==> src/rtl/msi_pkg.sv <==
// MSI/MESI controller shared encodings: line states, bus messages, FSM, events.
// MESI_EXCLUSIVE_EN enables the E state; otherwise code 11 recovers to I.
package msi_pkg;

  typedef enum logic [1:0] {
    ST_I = 2'b00,
    ST_M = 2'b01,
    ST_S = 2'b10,
    ST_E = 2'b11
  } line_st_e;

  typedef enum logic [1:0] {
    MSG_INV  = 2'b00,
    MSG_WM   = 2'b01,
    MSG_RM   = 2'b10,
    MSG_NONE = 2'b11
  } bus_msg_e;

  localparam bus_msg_e NONE_CODE = MSG_NONE;

  typedef enum logic [1:0] {
    F_IDLE = 2'b00,
    F_BUS  = 2'b01,
    F_RESP = 2'b10
  } fsm_e;

  typedef enum logic [3:0] {
    EV_NOP,
    EV_RD_HIT,
    EV_WR_HIT,
    EV_RD_MISS,
    EV_WR_MISS,
    EV_FILL_RM,
    EV_FILL_WM,
    EV_SN_RM,
    EV_SN_WM,
    EV_SN_INV
  } ev_e;

  // Without the E state, encoding 11 is illegal and reads as I.
  function automatic line_st_e san_st(input logic [1:0] s);
`ifdef MESI_EXCLUSIVE_EN
    return line_st_e'(s);
`else
    return (s == 2'b11) ? ST_I : line_st_e'(s);
`endif
  endfunction

endpackage

==> src/rtl/msi_next_state.sv <==
// Combinational line transition: state + CPU/snoop event -> next, msg, wb.
// Ports: st_i, ev_i, shared_i in; nxt_o, msg_o, wb_o out. Macro MESI_EXCLUSIVE_EN.
module msi_next_state
  import msi_pkg::*;
(
  input  line_st_e st_i,
  input  ev_e      ev_i,
  input  logic     shared_i,
  output line_st_e nxt_o,
  output bus_msg_e msg_o,
  output logic     wb_o
);

  line_st_e s;

`ifndef MESI_EXCLUSIVE_EN
  logic unused_shared;
  assign unused_shared = shared_i;
`endif

  always_comb begin
    s     = san_st(st_i);
    nxt_o = s;
    msg_o = NONE_CODE;
    wb_o  = 1'b0;
    case (ev_i)
      EV_WR_HIT: begin
        if (s == ST_E) nxt_o = ST_M;
        else if (s == ST_S) msg_o = MSG_INV;
      end
      EV_RD_MISS: begin
        msg_o = MSG_RM;
        wb_o  = (s == ST_M);
      end
      EV_WR_MISS: begin
        msg_o = MSG_WM;
        wb_o  = (s == ST_M);
      end
      EV_FILL_RM: begin
`ifdef MESI_EXCLUSIVE_EN
        nxt_o = shared_i ? ST_S : ST_E;
`else
        nxt_o = ST_S;
`endif
      end
      EV_FILL_WM: nxt_o = ST_M;
      EV_SN_RM: begin
        if (s == ST_M) begin
          nxt_o = ST_S;
          wb_o  = 1'b1;
        end else if (s == ST_E) begin
          nxt_o = ST_S;
        end
      end
      EV_SN_WM: begin
        wb_o  = (s == ST_M);
        nxt_o = ST_I;
      end
      // An INVALIDATE cannot legally target an M line; leave it alone.
      EV_SN_INV: begin
        if (s == ST_S || s == ST_E) nxt_o = ST_I;
      end
      default: ;
    endcase
  end

endmodule

==> src/rtl/msi_line_array_controller.sv <==
// Direct-mapped MSI coherence controller: CPU port, snooping bus, write-backs.
// Ports: cpu_req_*/cpu_resp_*, bus_out_*, snoop_*, bus_shared, wb_*. Macro MESI_EXCLUSIVE_EN.
module msi_line_array_controller
  import msi_pkg::*;
#(
  parameter int LINES = 4,
  parameter int TAG_W = 8,
  parameter int IDX_W = $clog2(LINES)
) (
  input  logic             clk,
  input  logic             reset,
  input  logic             cpu_req_valid,
  output logic             cpu_req_ready,
  input  logic             cpu_req_write,
  input  logic [IDX_W-1:0] cpu_req_index,
  input  logic [TAG_W-1:0] cpu_req_tag,
  output logic             cpu_resp_valid,
  output logic             cpu_resp_hit,
  output logic             bus_out_valid,
  input  logic             bus_out_ready,
  output logic [1:0]       bus_out_msg,
  output logic [IDX_W-1:0] bus_out_index,
  output logic [TAG_W-1:0] bus_out_tag,
  input  logic             snoop_valid,
  input  logic [1:0]       snoop_msg,
  input  logic [IDX_W-1:0] snoop_index,
  input  logic [TAG_W-1:0] snoop_tag,
  input  logic             bus_shared,
  output logic             wb_valid,
  output logic [IDX_W-1:0] wb_index,
  output logic [TAG_W-1:0] wb_tag
);

  line_st_e         st_q  [LINES];
  line_st_e         st_d  [LINES];
  logic [TAG_W-1:0] tag_q [LINES];
  logic [TAG_W-1:0] tag_d [LINES];

  fsm_e             fsm_q, fsm_d;
  logic             rv_q, rv_d;
  logic             rh_q, rh_d;
  logic             bv_q, bv_d;
  bus_msg_e         bm_q, bm_d;
  logic [IDX_W-1:0] bi_q, bi_d;
  logic [TAG_W-1:0] bt_q, bt_d;

  logic             accept, hshake;
  logic [IDX_W-1:0] cpu_idx;
  line_st_e         cpu_st, cpu_nxt;
  logic             cpu_hit, cpu_wb;
  ev_e              cpu_ev;
  bus_msg_e         cpu_msg;

  line_st_e         sn_st, sn_nxt;
  logic             sn_match, sn_wb;
  ev_e              sn_ev;
  bus_msg_e         sn_msg;

  assign cpu_req_ready = (fsm_q == F_IDLE) & ~snoop_valid & ~reset;
  assign accept        = cpu_req_ready & cpu_req_valid;
  assign hshake        = (fsm_q == F_BUS) & bus_out_ready;

  // During a pending request the CPU path works on the latched line.
  assign cpu_idx = (fsm_q == F_BUS) ? bi_q : cpu_req_index;
  assign cpu_st  = san_st(st_q[cpu_idx]);
  assign cpu_hit = (cpu_st != ST_I) & (tag_q[cpu_idx] == cpu_req_tag);

  always_comb begin
    cpu_ev = EV_NOP;
    if (accept) begin
      if (cpu_req_write) cpu_ev = cpu_hit ? EV_WR_HIT : EV_WR_MISS;
      else               cpu_ev = cpu_hit ? EV_RD_HIT : EV_RD_MISS;
    end else if (hshake) begin
      cpu_ev = (bm_q == MSG_RM) ? EV_FILL_RM : EV_FILL_WM;
    end
  end

  assign sn_st    = san_st(st_q[snoop_index]);
  assign sn_match = snoop_valid & (sn_st != ST_I) &
                    (tag_q[snoop_index] == snoop_tag);

  always_comb begin
    sn_ev = EV_NOP;
    if (sn_match) begin
      case (bus_msg_e'(snoop_msg))
        MSG_RM:  sn_ev = EV_SN_RM;
        MSG_WM:  sn_ev = EV_SN_WM;
        MSG_INV: sn_ev = EV_SN_INV;
        default: sn_ev = EV_NOP;
      endcase
    end
  end

  msi_next_state u_cpu_ns (
    .st_i     (cpu_st),
    .ev_i     (cpu_ev),
    .shared_i (bus_shared),
    .nxt_o    (cpu_nxt),
    .msg_o    (cpu_msg),
    .wb_o     (cpu_wb)
  );

  msi_next_state u_sn_ns (
    .st_i     (sn_st),
    .ev_i     (sn_ev),
    .shared_i (bus_shared),
    .nxt_o    (sn_nxt),
    .msg_o    (sn_msg),
    .wb_o     (sn_wb)
  );

  logic unused_sn_msg;
  assign unused_sn_msg = ^sn_msg;

  always_comb begin
    st_d  = st_q;
    tag_d = tag_q;
    fsm_d = fsm_q;
    rv_d  = 1'b0;
    rh_d  = 1'b0;
    bv_d  = bv_q;
    bm_d  = bm_q;
    bi_d  = bi_q;
    bt_d  = bt_q;
    if (sn_ev != EV_NOP) st_d[snoop_index] = sn_nxt;
    case (fsm_q)
      F_IDLE: begin
        if (accept) begin
          st_d[cpu_req_index] = cpu_nxt;
          if (cpu_msg == NONE_CODE) begin
            fsm_d = F_RESP;
            rv_d  = 1'b1;
            rh_d  = 1'b1;
          end else begin
            fsm_d = F_BUS;
            bv_d  = 1'b1;
            bm_d  = cpu_msg;
            bi_d  = cpu_req_index;
            bt_d  = cpu_req_tag;
          end
        end
      end
      F_BUS: begin
        if (hshake) begin
          // Fill overrides any same-cycle snoop on this line.
          st_d[bi_q]  = cpu_nxt;
          tag_d[bi_q] = bt_q;
          fsm_d = F_RESP;
          rv_d  = 1'b1;
          bv_d  = 1'b0;
          bm_d  = NONE_CODE;
          bi_d  = '0;
          bt_d  = '0;
        end else if (bm_q == MSG_INV && sn_ev != EV_NOP &&
                     snoop_index == bi_q && sn_nxt == ST_I) begin
          // Lost our S copy: the upgrade must now fetch the line.
          bm_d = MSG_WM;
        end
      end
      F_RESP: fsm_d = F_IDLE;
      default: begin
        fsm_d = F_IDLE;
        bv_d  = 1'b0;
        bm_d  = NONE_CODE;
        bi_d  = '0;
        bt_d  = '0;
      end
    endcase
  end

  always_ff @(posedge clk) begin
    if (reset) begin
      for (int i = 0; i < LINES; i++) begin
        st_q[i]  <= ST_I;
        tag_q[i] <= '0;
      end
      fsm_q <= F_IDLE;
      rv_q  <= 1'b0;
      rh_q  <= 1'b0;
      bv_q  <= 1'b0;
      bm_q  <= NONE_CODE;
      bi_q  <= '0;
      bt_q  <= '0;
    end else begin
      st_q  <= st_d;
      tag_q <= tag_d;
      fsm_q <= fsm_d;
      rv_q  <= rv_d;
      rh_q  <= rh_d;
      bv_q  <= bv_d;
      bm_q  <= bm_d;
      bi_q  <= bi_d;
      bt_q  <= bt_d;
    end
  end

  assign cpu_resp_valid = rv_q;
  assign cpu_resp_hit   = rh_q;
  assign bus_out_valid  = bv_q;
  assign bus_out_msg    = bm_q;
  assign bus_out_index  = bi_q;
  assign bus_out_tag    = bt_q;

  // Victim and snoop write-backs are mutually exclusive by construction.
  always_comb begin
    wb_valid = 1'b0;
    wb_index = '0;
    wb_tag   = '0;
    if (!reset) begin
      if (accept && cpu_wb) begin
        wb_valid = 1'b1;
        wb_index = cpu_req_index;
        wb_tag   = tag_q[cpu_req_index];
      end else if (sn_ev != EV_NOP && sn_wb) begin
        wb_valid = 1'b1;
        wb_index = snoop_index;
        wb_tag   = tag_q[snoop_index];
      end
    end
  end

endmodule

==> config.mk <==
export PLATFORM = sky130hd
export DESIGN_NAME = msi_line_array_controller
export DESIGN_NICKNAME = d
export VERILOG_FILES = /design/src/rtl/msi_pkg.sv /design/src/rtl/msi_next_state.sv /design/src/rtl/msi_line_array_controller.sv
export SDC_FILE = /design/constraint.sdc
export NUM_CORES = 1
export LEC_CHECK = 0
export CORE_UTILIZATION = 34
export DETAILED_ROUTE_END_ITERATION = 10
export GPL_TIMING_DRIVEN = 0
export PLACE_DENSITY = 0.53
export SYNTH_ARGS = -nofsm -noshare
export SYNTH_HDL_FRONTEND = slang
export SYNTH_SLANG_ARGS = --single-unit
export TNS_END_PERCENT = 50
==> constraint.sdc <==
create_clock -name clk -period 12.35 [get_ports clk]
set_input_delay 1.235 -clock clk [delete_from_list [all_inputs] [get_ports clk]]
set_output_delay 1.235 -clock clk [all_outputs]
set_load 0.01 [all_outputs]
==> summary.txt <==
Floorplan
  • Die Y-Extent: 108 um
  • Die Area: between 10,000 and 15,000 um^2
  • Die Wd: 108 um
  • I/O pin count: 56
  • Core ar.: 10,800 um^2
  • Core Rows: 38
  • Starting Density: between 30% and 40%

Synth
  • Cells after Synth: 406
  • Sequential area share after synthesis: 30.1%
  • Synth Area per Inst: 9.33 um^2
  • Primary FF master, synth: dfxtp_1
  • Synthesized net count: 444
  • Post-synth EDFFs: 0
  • Distinct cell type count after synthesis: 64
  • Dominant cells by area after synthesis: dfxtp_1, mux4_2, mux2i_1
  • Yosys reg bits: 57
  • Share of the synthesized area in the top cell type: 30.1%
  • Synth area leader: dfxtp_1
  • Synthesized area: 3790 um^2
  • Ys async rst share: 0%
  • Synth warn: 0

Detailed routing
  • Post-route ant nets: 0
  • Vias/cell: between 5 and 6
  • DR iter-0 viols: 215
  • Via count: roughly 3,500
  • Residual DRC: 0
  • WL final: 12.2 mm
  • Wire length per cell: 19.8 um
  • Pre-antenna DRT Iters: 5

Timing
  • Final setup fails: 0
  • Worst-Margin Slew: 1.33 ns
  • RSZ-0062 raised after global routing: no
  • Setup WS post-layout: 3.65 ns
  • Worst hold slack: a little under 0.5 ns
  • Min Tclk post-route: between 8 and 9 ns
  • Final Hold Vio Count: 0
  • Fin crit share: 70.4%
  • Clock Skew: 0.0158 ns
  • Max Clock Freq: between 100 and 150 MHz
  • Final setup TNS: 0 ns
  • Max_slew headroom: 10.9%
  • Max Slew Vio Count: 0

Cells and area
  • Nets: 508
  • Final Util: between 40% and 50%
  • Share of layout cells above drive strength 1: 10.5%
  • Design Area, Final: 4720 um^2
  • Area Growth Syn to Fin: 24.7%
  • # fillers: 1,087
  • Final non-filler cell total: around 620
  • Antenna fix cells: 0

Place
  • Post-Place Worst Slack: about 3.7 ns
  • Port bufs: 53
  • Detailed placer's ending HPWL: around 8.8 mm
  • Cell count after placement: 599
  • Placed cell area: 4490 um^2
  • GPL Wtd Cong: 0.851

Clock tree
  • CTS Buf Count: 9
  • H-tree levels: 3
  • Post_cts resized: 0
  • Hold_buf cts: 0
  • CTS sink count: 57
  • Postcts setup bufs: 0
  • CTS tree: yes
  • Clk buf depth: 2
  • Later-pin clock latency in the skew report: 0.36 ns
  • CTS clk-pin slew, worst paths: 0.07 ns
  • Root Driver: clkbuf_8

Hold path
  • Worst Hold Launch: bus_out_valid
  • Min-delay worst type: flop to flop
  • Hold-critical path endpoint: bus_out_valid
  • Worst hold path cell count: 2

Outcome
  • Outcome: finished, final reports clean

Setup path
  • Kind of critical path: input pin to output pin
  • CP required: 11.11 ns
  • Critical Path Slowest Stage Cell: clkbuf_1
  • Crit path DAT: 7.46 ns
  • R2R Setup Slk: 5.87 ns
  • R2R Path End: bus_out_index[0]
  • Critical Path Fanout Max: 10
  • Crit-path cells: clkdlybuf4s50_1, a21boi_0, clkbuf_1, nand2_1, nand3_1, and2_1, inv_1, ha_1, or4b_1, a2111oi_0, nand4_1, ha_1, a32oi_1, o2111a_1, clkbuf_1, a22oi_1, nor2_1, clkdlybuf4s50_1
  • Critical path endpoint category: output pin
  • Startpoint Class: input pin
  • FF-to-FF path depth: 21
  • Worst path max stage delay: 0.64 ns
  • Reg-to-reg critical path startpoint: bus_out_index[1]

Global routing
  • First-pass GRT wire length: 18.7 mm
  • Initial antenna violation count: 0
  • Overall routing resource usage: 22.1%
  • Vias in the first global route: around 3,300
  • Largest net degree at the start of global routing: 11
  • Total congestion overflow: 0

Pwr
  • P per Cell Area: between 90 and 100 nW/um^2
  • Worst IR Drop VDD: just under 0.00005 V
  • Leak Pwr: roughly 1.9 nW
  • Tot Pwr: 0.453 mW

Flow run
  • MaxCap Viol Count: 0
## registers in the layout, summed over array words and instances, names as in the netlist
name,flops
cpu_resp_valid,1
fsm_q,2
bus_out_msg,2
cpu_resp_hit,1
st_q,8
tag_q,32
bus_out_index,2
bus_out_valid,1
bus_out_tag,8
## how the worst max path moves through the flow
stage / slack [ns] / to / start / depth (start not counted)
after floorplan: 6.10 / wb_index[0] / cpu_req_index[1] / 16
after global placement: 3.68 / wb_tag[6] / cpu_req_index[1] / 18
after detailed placement: 3.66 / wb_tag[7] / cpu_req_index[1] / 18
after CTS: 3.65 / wb_tag[7] / cpu_req_index[1] / 18
after global routing: 3.28 / wb_tag[4] / cpu_req_index[1] / 18
final: 3.65 / wb_tag[6] / cpu_req_index[1] / 18
## metal layers
metal | up-vias | part of all wire, % | GRT usage [%]
li1 | 1647 | - | -
met1 | 1725 | 45 | 28.6
met2 | 133 | 47 | 35.6
met3 | 26 | 6.1 | 5.08
met4 | 0 | 2.3 | 8.71
met5 | - | 0 | 0
## logic make-up after synthesis
family / share of synthesized area [%]
mux: 24.3
flops: 30.1
buf+inv: 3.96
compound gates: 17.6
fa+ha+maj: 2.97
simple gates: 16.9
xor+xnor: 4.13
## synth_stat cells, types with 2 or more instances
library cell   n
a2111oi_0      2
a211o_1        2
a211oi_1       4
a21boi_0       2
a21boi_2       2
a21oi_1        8
a22oi_1       19
a311o_1        2
a311oi_1       2
a31oi_1        2
a32o_1         2
a32oi_1        2
and2_1         5
and3b_1        2
buf_2          3
clkbuf_1      20
dfxtp_1       57
ha_1           9
inv_1         12
mux2_2         2
mux2i_1       42
mux4_2        19
nand2_1       19
nand2b_1       5
nand3_1        9
nand3b_1       4
nand4_1        3
nor2_1        69
nor2b_1        6
nor3_1         3
nor4_1         4
o211a_1        4
o211ai_1       3
o21ai_0       10
o22ai_1        2
o311a_1        2
o31ai_1        2
xnor2_1        9
xor2_1         7
## critical path, delay by kind of cell
kind,cells,cell delay (ns)
AND/OR/NAND/NOR,6,1.33
AO/OA/AOI/OAI,5,1.90
buffers and inverters,5,2.24
adder cells (fa/ha/maj),2,0.75
## where the power goes
group / internal (mW) / switching (mW) / total [mW]
Sequential: 0.185 / 0.00170 / 0.187
Clock: 0.125 / 0.0842 / 0.209
Combinational: 0.0240 / 0.0327 / 0.0566
## final cells by class
cell class / instances / area, um^2 / area share, %
plain buffers: 25 / 105 / 2.22
clock buffers: 12 / 155 / 3.28
clock inverters: 4 / 75.1 / 1.59
inverters: 12 / 45.0 / 0.953
multi-input cells: 312 / 2500 / 52.9
flip-flops and latches: 57 / 1140 / 24.2
well taps: 140 / 175 / 3.71
repair buffers: 53 / 531 / 11.2
## cell usage in the layout, fill, tap and decap left out, types with 3 or more instances in the layout
cell type and n:
nor2_1 69, dfxtp_1 57, clkdlybuf4s50_1 53, mux2i_1 42, clkbuf_1 21, mux4_2 19, nand2_1 19, a22oi_1 19
inv_1 12, clkbuf_8 11, o21ai_0 10, xnor2_1 9, nand3_1 9, ha_1 9, a21oi_1 8, xor2_1 7
nor2b_1 6, nand2b_1 5, and2_1 5, nand3b_1 4, o211a_1 4, a211oi_1 4, nor4_1 4, nor3_1 3
nand4_1 3, buf_2 3, o211ai_1 3
No activity file was read; power rests on OpenSTA's default activity.
